File: src/rtl/i2s_rx_frontend_if.sv
// Pin/sample bundle for the I2S receive front end.
// master = the front end itself; slave = the ADC/DSP side.
interface i2s_rx_frontend_if #(
  parameter int SAMPLE_BITS = 16
);
  logic                   enable;
  logic                   adc_data;
  logic                   bclk;
  logic                   lrck;
  logic [SAMPLE_BITS-1:0] left_sample;
  logic [SAMPLE_BITS-1:0] input_sample;
  logic                   sample_valid;
  logic                   sample_clock;

  modport master (
    input  enable, adc_data,
    output bclk, lrck, left_sample, input_sample, sample_valid, sample_clock
  );

  modport slave (
    output enable, adc_data,
    input  bclk, lrck, left_sample, input_sample, sample_valid, sample_clock
  );
endinterface

File: src/rtl/i2s_rx_frontend.sv
// I2S master receiver: generates bclk/lrck, deserialises left/right words, strobes the DSP.
// Optional `I2S_RX_MONO_MIX_EN: input_sample carries (left + right) >>> 1 instead of right.
module i2s_rx_frontend #(
  parameter int CLK_DIV     = 8,
  parameter int SLOT_BITS   = 32,
  parameter int SAMPLE_BITS = 16
) (
  input  logic              clock,
  input  logic              reset,
  i2s_rx_frontend_if.master bus
);
  localparam int DIV_W  = $clog2(CLK_DIV);
  localparam int BIT_W  = $clog2(SLOT_BITS);
  localparam int SC_LEN = SLOT_BITS * CLK_DIV;
  localparam int SC_W   = $clog2(SC_LEN);

  typedef enum logic [1:0] {IDLE, LEFT, RIGHT} state_t;

  typedef struct packed {
    logic [SAMPLE_BITS-1:0] left;
    logic [SAMPLE_BITS-1:0] right;
  } frame_t;

  state_t                 state_q, state_d;
  logic [DIV_W-1:0]       div_q;
  logic [BIT_W-1:0]       bit_q;
  logic                   bclk_q, lrck_q;
  logic [1:0]             sync_q;
  frame_t                 shift_q;
  logic [SAMPLE_BITS-1:0] left_q, out_q;
  logic                   valid_q, sclk_q;
  logic [SC_W-1:0]        sc_cnt_q;

  logic data_s, running, tc, rise_tick, fall_tick, slot_end, capture, latch;
  logic [SAMPLE_BITS-1:0] right_full;

  assign data_s    = sync_q[1];
  // The divider starts in the IDLE cycle that sees enable, so the first rise lands CLK_DIV clocks later.
  assign running   = (state_q != IDLE) || bus.enable;
  assign tc        = running && (div_q == DIV_W'(CLK_DIV - 1));
  assign rise_tick = tc && !bclk_q;
  assign fall_tick = tc && bclk_q;
  assign slot_end  = fall_tick && (bit_q == BIT_W'(SLOT_BITS - 1));
  assign capture   = rise_tick && (state_q != IDLE) && (bit_q != '0) &&
                     (bit_q <= BIT_W'(SAMPLE_BITS));
  assign latch     = capture && (state_q == RIGHT) && (bit_q == BIT_W'(SAMPLE_BITS));
  assign right_full = {shift_q.right[SAMPLE_BITS-2:0], data_s};

  function automatic logic [SAMPLE_BITS-1:0] mix(input logic [SAMPLE_BITS-1:0] l,
                                                 input logic [SAMPLE_BITS-1:0] r);
`ifdef I2S_RX_MONO_MIX_EN
    logic signed [SAMPLE_BITS:0] sum;
    sum = $signed({l[SAMPLE_BITS-1], l}) + $signed({r[SAMPLE_BITS-1], r});
    return sum[SAMPLE_BITS:1];
`else
    logic [SAMPLE_BITS-1:0] unused_l;
    unused_l = l;
    return r;
`endif
  endfunction

  always_ff @(posedge clock or negedge reset) begin
    if (!reset) state_q <= IDLE;
    else        state_q <= state_d;
  end

  always_comb begin
    state_d = state_q;
    unique case (state_q)
      IDLE:    if (bus.enable) state_d = LEFT;
      LEFT:    if (slot_end)   state_d = RIGHT;
      RIGHT:   if (slot_end)   state_d = bus.enable ? LEFT : IDLE;
      default: state_d = IDLE;
    endcase
  end

  // Bit clock, word select and slot position.
  always_ff @(posedge clock or negedge reset) begin
    if (!reset) begin
      div_q  <= '0;
      bclk_q <= 1'b0;
      bit_q  <= '0;
      lrck_q <= 1'b0;
    end else begin
      if (!running || tc) div_q <= '0;
      else                div_q <= div_q + 1'b1;
      if (tc) bclk_q <= ~bclk_q;
      if (fall_tick) bit_q <= slot_end ? '0 : bit_q + 1'b1;
      if (slot_end)  lrck_q <= (state_d == RIGHT);
    end
  end

  always_ff @(posedge clock or negedge reset) begin
    if (!reset) sync_q <= '0;
    else        sync_q <= {sync_q[0], bus.adc_data};
  end

  // Deserialise, then publish both channels together once the last right bit arrives.
  always_ff @(posedge clock or negedge reset) begin
    if (!reset) begin
      shift_q <= '0;
      left_q  <= '0;
      out_q   <= '0;
      valid_q <= 1'b0;
    end else begin
      valid_q <= latch;
      if (capture) begin
        if (state_q == LEFT) shift_q.left  <= {shift_q.left[SAMPLE_BITS-2:0], data_s};
        else                 shift_q.right <= right_full;
      end
      if (latch) begin
        left_q <= shift_q.left;
        out_q  <= mix(shift_q.left, right_full);
      end
    end
  end

  // Frame-rate strobe: rises the clock after sample_valid, high for one slot.
  always_ff @(posedge clock or negedge reset) begin
    if (!reset) begin
      sclk_q   <= 1'b0;
      sc_cnt_q <= '0;
    end else if (state_q == IDLE) begin
      sclk_q   <= 1'b0;
      sc_cnt_q <= '0;
    end else if (valid_q) begin
      sclk_q   <= 1'b1;
      sc_cnt_q <= SC_W'(SC_LEN - 1);
    end else if (sclk_q) begin
      if (sc_cnt_q == '0) sclk_q <= 1'b0;
      else                sc_cnt_q <= sc_cnt_q - 1'b1;
    end
  end

  assign bus.bclk         = bclk_q;
  assign bus.lrck         = lrck_q;
  assign bus.left_sample  = left_q;
  assign bus.input_sample = out_q;
  assign bus.sample_valid = valid_q;
  assign bus.sample_clock = sclk_q;
endmodule
File: src/flat_wrapper.sv
// flat-port wrapper written by rule: the top's interface ports become plain ports
module i2s_rx_frontend_flat 
#(
  parameter int CLK_DIV     = 8,
  parameter int SLOT_BITS   = 32,
  parameter int SAMPLE_BITS = 16
)
  (clock, reset, bus_enable, bus_adc_data, bus_bclk, bus_lrck, bus_left_sample, bus_input_sample, bus_sample_valid, bus_sample_clock);
  i2s_rx_frontend_if #(.SAMPLE_BITS(SAMPLE_BITS)) bus_i ();
  input  logic clock;
  input  logic reset;
  input wire logic [$bits(bus_i.enable)-1:0] bus_enable;
  input wire logic [$bits(bus_i.adc_data)-1:0] bus_adc_data;
  output wire logic [$bits(bus_i.bclk)-1:0] bus_bclk;
  output wire logic [$bits(bus_i.lrck)-1:0] bus_lrck;
  output wire logic [$bits(bus_i.left_sample)-1:0] bus_left_sample;
  output wire logic [$bits(bus_i.input_sample)-1:0] bus_input_sample;
  output wire logic [$bits(bus_i.sample_valid)-1:0] bus_sample_valid;
  output wire logic [$bits(bus_i.sample_clock)-1:0] bus_sample_clock;
  assign bus_i.enable = bus_enable;
  assign bus_i.adc_data = bus_adc_data;
  assign bus_bclk = bus_i.bclk;
  assign bus_lrck = bus_i.lrck;
  assign bus_left_sample = bus_i.left_sample;
  assign bus_input_sample = bus_i.input_sample;
  assign bus_sample_valid = bus_i.sample_valid;
  assign bus_sample_clock = bus_i.sample_clock;
  i2s_rx_frontend #(.CLK_DIV(CLK_DIV), .SLOT_BITS(SLOT_BITS), .SAMPLE_BITS(SAMPLE_BITS)) u_core (.clock(clock), .reset(reset), .bus(bus_i));
endmodule
File: config.mk
export PLATFORM = sky130hd
export DESIGN_NAME = i2s_rx_frontend_flat
export DESIGN_NICKNAME = d
export VERILOG_FILES = /design/src/rtl/i2s_rx_frontend_if.sv /design/src/rtl/i2s_rx_frontend.sv /design/src/flat_wrapper.sv
export SDC_FILE = /design/constraint.sdc
export NUM_CORES = 1
export LEC_CHECK = 0
export ABC_AREA = 1
export BUFFER_PORTS_ARGS = -buffer_cell sky130_fd_sc_hd__buf_4
export CAP_MARGIN = 20
export CORE_ASPECT_RATIO = 1.5
export CORE_MARGIN = 5
export CORE_UTILIZATION = 50
export DETAILED_ROUTE_END_ITERATION = 8
export PLACE_DENSITY = 0.68
export RECOVER_POWER = 25
export SLEW_MARGIN = 30
export SYNTH_ARGS = -nofsm -noshare
export SYNTH_HDL_FRONTEND = slang
export SYNTH_SLANG_ARGS = --single-unit
export TNS_END_PERCENT = 100
File: constraint.sdc
create_clock -name clock -period 2.1 [get_ports clock]
set_input_delay 0.42 -clock clock [delete_from_list [all_inputs] [get_ports clock]]
set_output_delay 0.42 -clock clock [all_outputs]
set_load 0.02 [all_outputs]
Word-level counts from Yosys, hierarchy flattened
Cells that the tools add are included.
- output and inout port bits: 36
- latch bits: 0
- ROM bits: 0
- memories: 0
- bits in registers: 87
- RAM bits: 0
- divide/modulo/power cells: 0
- shift operators: 0
- bitwise operators: 2
- order comparisons: 1
- eq/ne operators: 7
- mux-type cells: 15
- $add $sub $neg: 3
- multipliers: 0
- reduce and logical (&&, ||, !) cells: 21
- operators with widths (cell ; number):
    8-bit two-way mux ; 4
    5-bit == test (second input constant) ; 2
    1-bit logical AND ; 9
    8-bit logical NOT ; 1
    8-bit by 1-bit subtractor with 8-bit output (second input constant) ; 1
    2-bit two-way mux ; 3
    2-bit case mux with 3 select lines ; 1
    2-bit AND reduction ; 3
    5-bit by 1-bit adder with 5-bit output (second input constant) ; 1
    5-bit less-or-equal comparator (second input constant) ; 1
    1-bit two-way mux ; 5
    5-bit two-way mux ; 1
    5-bit nonzero test ; 1
    2-bit == test (second input constant) ; 2
    3-bit by 1-bit adder with 3-bit output (second input constant) ; 1
    3-bit == test (second input constant) ; 1
    3-bit two-way mux ; 1
    3-bit by 1-bit != test with 1-bit output (second input constant) ; 1
    3-bit nonzero test ; 1
    2-bit by 1-bit == test with 1-bit output (second input constant) ; 1
    1-bit logical NOT ; 2
    2-bit logical NOT ; 1
    1-bit logical OR ; 2
    1-bit NOT ; 2
    2-bit nonzero test ; 1

Longest topological paths before layout
Gate-level depths: netlist (run 1).
- word-level depth: 9
- mapped depth: 9
- depth with buffers taken out: 9

Worst setup path after synthesis (run 1)
Ideal clock, no wire load.
- kind: reg2reg
- from: register u_core.bit_q[0]
- to: register u_core.shift_q[23] (netlist name)
- arrival: 1.579 ns
- slack: 0.404 ns
- clock period less this slack: 1.696 ns
- stages on the path, launching flop included: 9
- data required time: 1.983 ns
- setup time: 0.117 ns
- cells stage by stage: dfrtp_1 > inv_1 > ha_1 > nand3_1 > xor2_1 > nand3_1 > clkbuf_1 > nand2_1 > nand2_1
- cells in the longest elaborated chain, start to end: 4
- RTL lines (item ; RTL line ; text):
    from (decl) ; i2s_rx_frontend.sv:26 ; logic [BIT_W-1:0] bit_q;
    from (signal assigned) ; i2s_rx_frontend.sv:88 ; if (fall_tick) bit_q <= slot_end ? '0 : bit_q + 1'b1;
    branches (longest 2 deep; another with 5-bit less-or-equal comparator) ; - ;
    1-bit logical AND (*) ; i2s_rx_frontend.sv:44 ; assign capture = rise_tick && (state_q != IDLE) && (bit_q != '0) &&
    2-bit AND reduction (no source line) (*) ; - ;
    to (decl) ; i2s_rx_frontend.sv:29 ; frame_t shift_q;
Mark *: on every way between the ends.
A chain may end at the register's enable or synchronous reset.

Worst setup path in the final report (run 1)
- from: register u_core.bit_q[0]
- to: register u_core.shift_q, in the netlist u_core.right_full[10]
Same word-level chain as after synthesis.

==> results.yml, run 1 <==
worst_setup_path:
  critPathLaunch: "u_core.bit_q[0]"
  worst_r2r_endpoint: "u_core.right_full[10]"
  cpLargestDelayFamily: "buffers and inverters"
  timing.rr.start: "u_core.bit_q[0]"
  cp_cell_sequence: "inv_1 > ha_1 > nand3_1 > xor2_2 > buf_4 > nand3_1 > buf_4 > nand2_1 > nand2_1"
  cp_num_buf_inv: 3
  cp-start-kind: "flip-flop"
  timing.reg2reg.worst_path_depth: 9
  reg2reg_setup_slack_ns: 0.32
  critical_path.max_stage_delay_ns: 0.41
  worst-endpoint-required_ns: 2.34
  timing.critical_path.arrival_ns: 2.02
  type_of_the_worst_setup_path: "flip-flop to flip-flop"
  critPathCaptureType: "flip-flop"
  critPathSlowestCell: "sky130_fd_sc_hd__dfrtp_1"
  crit_fanout: 15
finish:
  layout.cells.most_common: "sky130_fd_sc_hd__nand2_1"
  ant_diodes: 0
  final.fill_count: 663
  finish.utilization_pct: 61.08
  drive_above_1_share_pct: 14.55
  layout.cells.non_filler: 588
  signed_area_change_from_the_synthesized_netlist_to_the_final_layout_pct: 18.95
  final_nets: 495
  mostFrequentLayoutCells: "199 x sky130_fd_sc_hd__nand2_1, 87 x sky130_fd_sc_hd__dfrtp_1, 48 x sky130_fd_sc_hd__buf_4"
clock_network:
  cts.sink_count: 87
  cts-buffers-inserted: 9
  clock_latency_ns: 0.35
  cts_resized: 0
  clockRootBuffer: "sky130_fd_sc_hd__clkbuf_8"
  clk_pin_slew_worst_paths_ns: 0.08
  h-tree-depth: 3
  tritoncts: "done"
  clock_tree.buffer_depth: 2
logic_synthesis:
  postSynthRegisterBits: 87
  synthesis.area_sq_um: 3711
  postSynthAreaPerCell_sq_um: 8.512
  yosys_warnings: 0
  post_synth_num_cell_types: 19
  ys_seq_area_share_pct: 58.66
  netlist_instances: 436
  postSynthNetCount: 447
drt:
  first_pass_iters: 4
  topRoutingLayerUsed: "met4"
  routed_length_on_met2_um: 3418
  drc: 0
  via_count: 2925
  m1_wl_um: 3344
  first_iter_violations: 130
  detail-route-antenna-nets: 0
  route.detailed.vias_per_inst: 4.974
  routed_wl_um: 7122
  met3RoutedLength_um: 237
  wire_per_inst_um: 12.11
placement:
  placed_cells: 572
  placement.setup.worst_slack_ns: 0.3123
  dp_hpwl_um: 4964
  port_buffers: 39
  gpl.final_weighted_congestion: 0.8114
sta:
  hold_slack_ns: 0.1971
  hold_viol_final: 0
  report.final.setup_viol: 0
  min_period_over_period_pct: 84.89
  fin_setup_tns_ns: 0
  max_freq_mhz: 561.0
  rsz_0062_raised_after_global_routing: "false"
  minimum_period_implied_by_the_final_worst_setup_slack_ns: 1.783
  worst-slew-pin-transition_ns: 0.9639
  finalClockSkew_ns: 0.009697
  maxSlewHeadroom_pct: 35.74
  post-route-worst-setup-slack_ns: 0.3174
  drv_slew: 0
die:
  die_w_um: 80.34
  dieArea_sq_um: 9280
  core_region_area_sq_um: 7227
  placementRows: 38
  start_util_pct: 51.35
  die_height_um: 115.5
  floorplan.io_pins: 40
grt:
  grt_pass1_wl_um: 12360
  first_global_vias: 2838
  grt_antenna_before_repair: 0
  grt_start_max_net_pins: 46
  gr-usage-all-layers_pct: 16.98
  gr-total-overflow: 0
power_and_ir_drop:
  power.net_switching_uw: 1375
  power.internal_uw: 2818
  seq_power_share_pct: 47.0
  power_switching_share_pct: 32.79
  pwr_density_cell_nw_per_um2: 949.9
  clock_power_share_pct: 27.5
  peakVddDrop_v: 0.0005741
  cell_leakage_power_uw: 0.002505
  power_frac_comb_pct: 25.4
worst_hold_path:
  count_of_cells_along_the_worst_hold_path: 1
  timing.hold.worst_endpoint: "u_core.sync_q[0]"
  min_path_type: "input pin to flip-flop"
  worst_hold_startpoint: "bus_adc_data"
status:
  outcome: "completed"
run:
  cap_violations: 0
==> flip-flops by register name, summed over array words and instances (netlist names) <==
| register | flops |
|---|---|
| u_core.bus.sample_valid | 1 |
| u_core.bus.sample_clock | 1 |
| u_core.div_q | 3 |
| u_core.sync_q | 2 |
| u_core.bus.input_sample | 16 |
| u_core.bus.bclk | 1 |
| u_core.bit_q | 5 |
| u_core.state_q | 2 |
| u_core.sc_cnt_q | 8 |
| u_core.bus.left_sample | 16 |
| u_core.right_full | 15 |
| u_core.bus.lrck | 1 |
| u_core.shift_q | 16 |
==> how the worst max path moves through the flow <==
| stage | end | slack (ns) | cells past startpoint |
|---|---|---|---|
| 5_1_grt | u_core.bus.left_sample[3] | 0.17 | 9 |
| 4_1_cts | u_core.bus.left_sample[3] | 0.30 | 9 |
| 3_3_place_gp | u_core.bus.left_sample[3] | 0.38 | 9 |
| 6_report | u_core.right_full[10] | 0.32 | 9 |
| 2_1_floorplan | u_core.shift_q[23] | 0.40 | 8 |
| 3_5_place_dp | u_core.bus.left_sample[3] | 0.31 | 9 |
==> Yosys cell counts <==
master,n,area [sq um]
sky130_fd_sc_hd__clkbuf_1,13,48.80
sky130_fd_sc_hd__clkinv_1,2,7.510
sky130_fd_sc_hd__ha_1,7,87.58
sky130_fd_sc_hd__nor2_1,21,78.83
sky130_fd_sc_hd__nand3_1,18,90.09
sky130_fd_sc_hd__nor3_1,1,5.000
sky130_fd_sc_hd__a22oi_1,1,7.510
sky130_fd_sc_hd__o211ai_1,1,7.510
sky130_fd_sc_hd__inv_2,1,3.750
sky130_fd_sc_hd__nand4_1,32,200.2
sky130_fd_sc_hd__nor2_2,2,12.51
sky130_fd_sc_hd__a21oi_1,6,30.03
sky130_fd_sc_hd__inv_1,26,97.59
sky130_fd_sc_hd__o21ai_0,13,65.06
sky130_fd_sc_hd__xor2_1,1,8.760
sky130_fd_sc_hd__buf_2,4,20.02
sky130_fd_sc_hd__nor3_4,1,16.27
sky130_fd_sc_hd__dfrtp_1,87,2177
sky130_fd_sc_hd__nand2_1,199,747.0
==> through the flow <==
step	cell area, sq um	total power, uW
after global routing	4414	4474
after floorplan	3711	2735
final	4414	4193
after global placement	4210	3052
after CTS	4418	4238
after detailed placement	4210	3072
==> cell type report <==
type / instances / area, sq um / share of cell area [%]
clock buffer: 12 / 155.1 / 3.515
sequential: 87 / 2177 / 49.32
timing repair buffer: 54 / 441.7 / 10.01
inverter: 29 / 108.9 / 2.466
tap: 100 / 125.1 / 2.834
clock inverter: 3 / 42.54 / 0.9637
multi-input combinational: 303 / 1364 / 30.90
==> per-layer routing <==
metal  up-vias  track usage (%)
met4         0            6.764
met3         7            4.355
met5         -                0
li1       1490                -
met2        47            28.21
met1      1381            21.12
==> cell families (layout without fill, tap and decap cells) <==
family,Yosys count,count (layout),synth area share (%)
DFF,87,87,58.66
buffers and inverters,46,98,4.788
and+or+nand+nor,274,274,30.98
AOI/OAI and AO/OA,21,21,2.967
adders and majority gates,7,7,2.360
xor gates and xnor gates,1,1,0.2361
==> power by group through the flow <==
stage,combinational (uW),clock (uW),sequential (uW)
3_5_place_dp,1070,0,2000
5_1_grt,1210,1270,1990
4_1_cts,1070,1200,1970
2_1_floorplan,746,0,1990
6_report,1070,1150,1970
3_3_place_gp,1050,0,2000
==> repair_timing <==
item / CTS / global route
buffers inserted: 0 / 0
hold buffers: 1 / 0
hold endpoints to repair: 14 / 0
==> worst reg2reg max path, cell delays in order, from the launching register on <==
cell and delay, ns:
sky130_fd_sc_hd__dfrtp_1 0.41, sky130_fd_sc_hd__inv_1 0.06, sky130_fd_sc_hd__ha_1 0.19, sky130_fd_sc_hd__nand3_1 0.14, sky130_fd_sc_hd__xor2_2 0.24, sky130_fd_sc_hd__buf_4 0.23, sky130_fd_sc_hd__nand3_1 0.08, sky130_fd_sc_hd__buf_4 0.19
sky130_fd_sc_hd__nand2_1 0.08, sky130_fd_sc_hd__nand2_1 0.05
(Power assumes the default switching activity.)
==> run 2, diff against run 1 <==
- PLACE_DENSITY: 0.68 -> 0.7
- clock period: 2.1 -> 1.57 ns (I/O delays scaled with it)
==> run 2 against run 1 <==
Net effect: register-to-register slack worse by 0.35 ns; clock power up 50%; worst setup slack worse by 0.35 ns; highest routed layer unchanged; critical path type unchanged; the run now ends with negative setup slack left; largest cell class unchanged; power up 52%; critical endpoint is now u_core.bus.left_sample[10].
==> results.yml, run 2 (synthesized netlist as in run 1, its figures left out) <==
grt:
  first_global_vias: 3025
  gr-usage-all-layers_pct: 18.65
  grt_pass1_wl_um: 13510
  gr-total-overflow: 0
  grt_antenna_before_repair: 0
  grt_start_max_net_pins: 37
sta:
  worst-slew-pin-transition_ns: 0.7756
  report.final.setup_viol: 22
  post-route-worst-setup-slack_ns: -0.03289
  rsz_0062_raised_after_global_routing: "true"
  minimum_period_implied_by_the_final_worst_setup_slack_ns: 1.603
  max_freq_mhz: 623.9
  min_period_over_period_pct: 102.1
  drv_slew: 0
  hold_viol_final: 0
  maxSlewHeadroom_pct: 48.29
  finalClockSkew_ns: 0.01184
  hold_slack_ns: 0.08757
finish:
  seqCellArea_sq_um: 2177
  ant_diodes: 0
  signed_area_change_from_the_synthesized_netlist_to_the_final_layout_pct: 32.60
  layout.cells.most_common: "sky130_fd_sc_hd__nand2_1"
  finish.utilization_pct: 68.09
  drive_above_1_share_pct: 27.84
  multi_input_comb_area_sq_um: 1578
  mostFrequentLayoutCells: "171 x sky130_fd_sc_hd__nand2_1, 87 x sky130_fd_sc_hd__dfrtp_1, 53 x sky130_fd_sc_hd__buf_4"
  final.fill_count: 570
  final_nets: 516
clock_network:
  cts.sink_count: 87
  tritoncts: "done"
  clk_pin_slew_worst_paths_ns: 0.09
  clock_latency_ns: 0.36
  h-tree-depth: 3
  clockRootBuffer: "sky130_fd_sc_hd__clkbuf_8"
  clock_tree.buffer_depth: 2
  cts-buffers-inserted: 9
worst_hold_path:
  worst_hold_startpoint: "bus_adc_data"
  min_path_type: "input pin to flip-flop"
  count_of_cells_along_the_worst_hold_path: 1
  timing.hold.worst_endpoint: "u_core.sync_q[0]"
worst_setup_path:
  critPathCaptureType: "flip-flop"
  cp-start-kind: "flip-flop"
  timing.reg2reg.worst_path_depth: 10
  timing.critical_path.arrival_ns: 1.90
  worst-endpoint-required_ns: 1.87
  type_of_the_worst_setup_path: "flip-flop to flip-flop"
  worst_r2r_endpoint: "u_core.bus.left_sample[10]"
  timing.rr.start: "u_core.div_q[0]"
  reg2reg_setup_slack_ns: -0.03
  crit_fanout: 10
drt:
  routed_wl_um: 8550
  via_count: 3096
  first_pass_iters: 5
  wire_per_inst_um: 14.02
  first_iter_violations: 178
  drc: 0
  route.detailed.vias_per_inst: 5.075
  detail-route-antenna-nets: 0
die:
  die_w_um: 80.34
  die_height_um: 115.5
  dieArea_sq_um: 9280
  core_region_area_sq_um: 7227
  placementRows: 38
  floorplan.io_pins: 40
  start_util_pct: 51.35
placement:
  port_buffers: 39
  dp_hpwl_um: 5352
  gpl.final_weighted_congestion: 0.8570
power_and_ir_drop:
  peakVddDrop_v: 0.001028
  pwr_density_cell_nw_per_um2: 1295
  cell_leakage_power_uw: 0.002721
status:
  violations_in_the_final_reports: "negative setup slack"
  outcome: "finished, violations left"
run:
  cap_violations: 0
[run 2: per-stage QoR]
step	area [sq um]	total power (uW)	TNS (ns)	worst slack (ns)	std cells
6_report	4921	6375	-0.2007	-0.03289	610
5_1_grt	4921	6764	-4.468	-0.1083	610
4_1_cts	4667	6155	-0.05004	-0.02026	605
3_5_place_dp	4303	4240	-2.433	-0.09435	582
3_3_place_gp	4303	4174	-0.3768	-0.02119	582
2_1_floorplan	3725	3670	-0.3342	-0.03342	436
[run 2: worst max-delay path by stage]
stage	cells after the start	slack, ns	endpoint	startpoint
2_1_floorplan	8	-0.03	u_core.shift_q[23]	u_core.div_q[0]
3_3_place_gp	9	-0.02	u_core.shift_q[22]	u_core.div_q[0]
3_5_place_dp	9	-0.09	u_core.right_full[3]	u_core.div_q[0]
4_1_cts	10	-0.02	u_core.bus.left_sample[7]	u_core.div_q[0]
5_1_grt	10	-0.11	u_core.bus.left_sample[10]	u_core.div_q[0]
6_report	10	-0.03	u_core.bus.left_sample[10]	u_core.div_q[0]
[run 2: repair_timing]
action / CTS / global route
hold buffers: 1 / 0
endpoints found under the hold margin: 27 / 0
gates cloned: 2 / 2
setup buffers: 4 / 3
pin swaps: 2 / 13
gates resized for setup: 24 / 58
setup endpoints to repair: 33 / 77
[run 2: area by class of cell]
cell class | count | share of cell area, %
clock buffers | 9 | 2.517
clock inverters | 7 | 1.932
inverters | 29 | 2.415
multi-input cells | 303 | 32.06
flip-flops and latches | 87 | 44.24
well taps | 100 | 2.543
repair buffers | 75 | 14.29
[run 2: critical path: stages, from the launching register on]
cell and delay [ns]:
sky130_fd_sc_hd__dfrtp_1 0.37, sky130_fd_sc_hd__ha_2 0.20, sky130_fd_sc_hd__ha_4 0.14, sky130_fd_sc_hd__inv_4 0.04, sky130_fd_sc_hd__nor3_4 0.15, sky130_fd_sc_hd__buf_6 0.13
sky130_fd_sc_hd__nand3_4 0.11, sky130_fd_sc_hd__inv_8 0.12, sky130_fd_sc_hd__clkbuf_16 0.16, sky130_fd_sc_hd__nand2_1 0.06, sky130_fd_sc_hd__nand2_1 0.06
[run 2: layer usage]
layer	share of wire, %	wire [um]	up-vias	GRT usage [%]
met1	41	3510	1490	22.57
met3	3.4	289	17	3.733
met5	0	0	-	0
li1	-	-	1527	-
met2	54	4584	62	31.64
met4	1.9	165	0	9.019
[run 2: power by group]
part / leakage [uW] / internal, uW / total (uW) / switching [uW]
Sequential: 0.00118 / 2460 / 2670 / 207
Combinational: 0.00143 / 809 / 1990 / 1180
Clock: 0.000110 / 899 / 1720 / 822
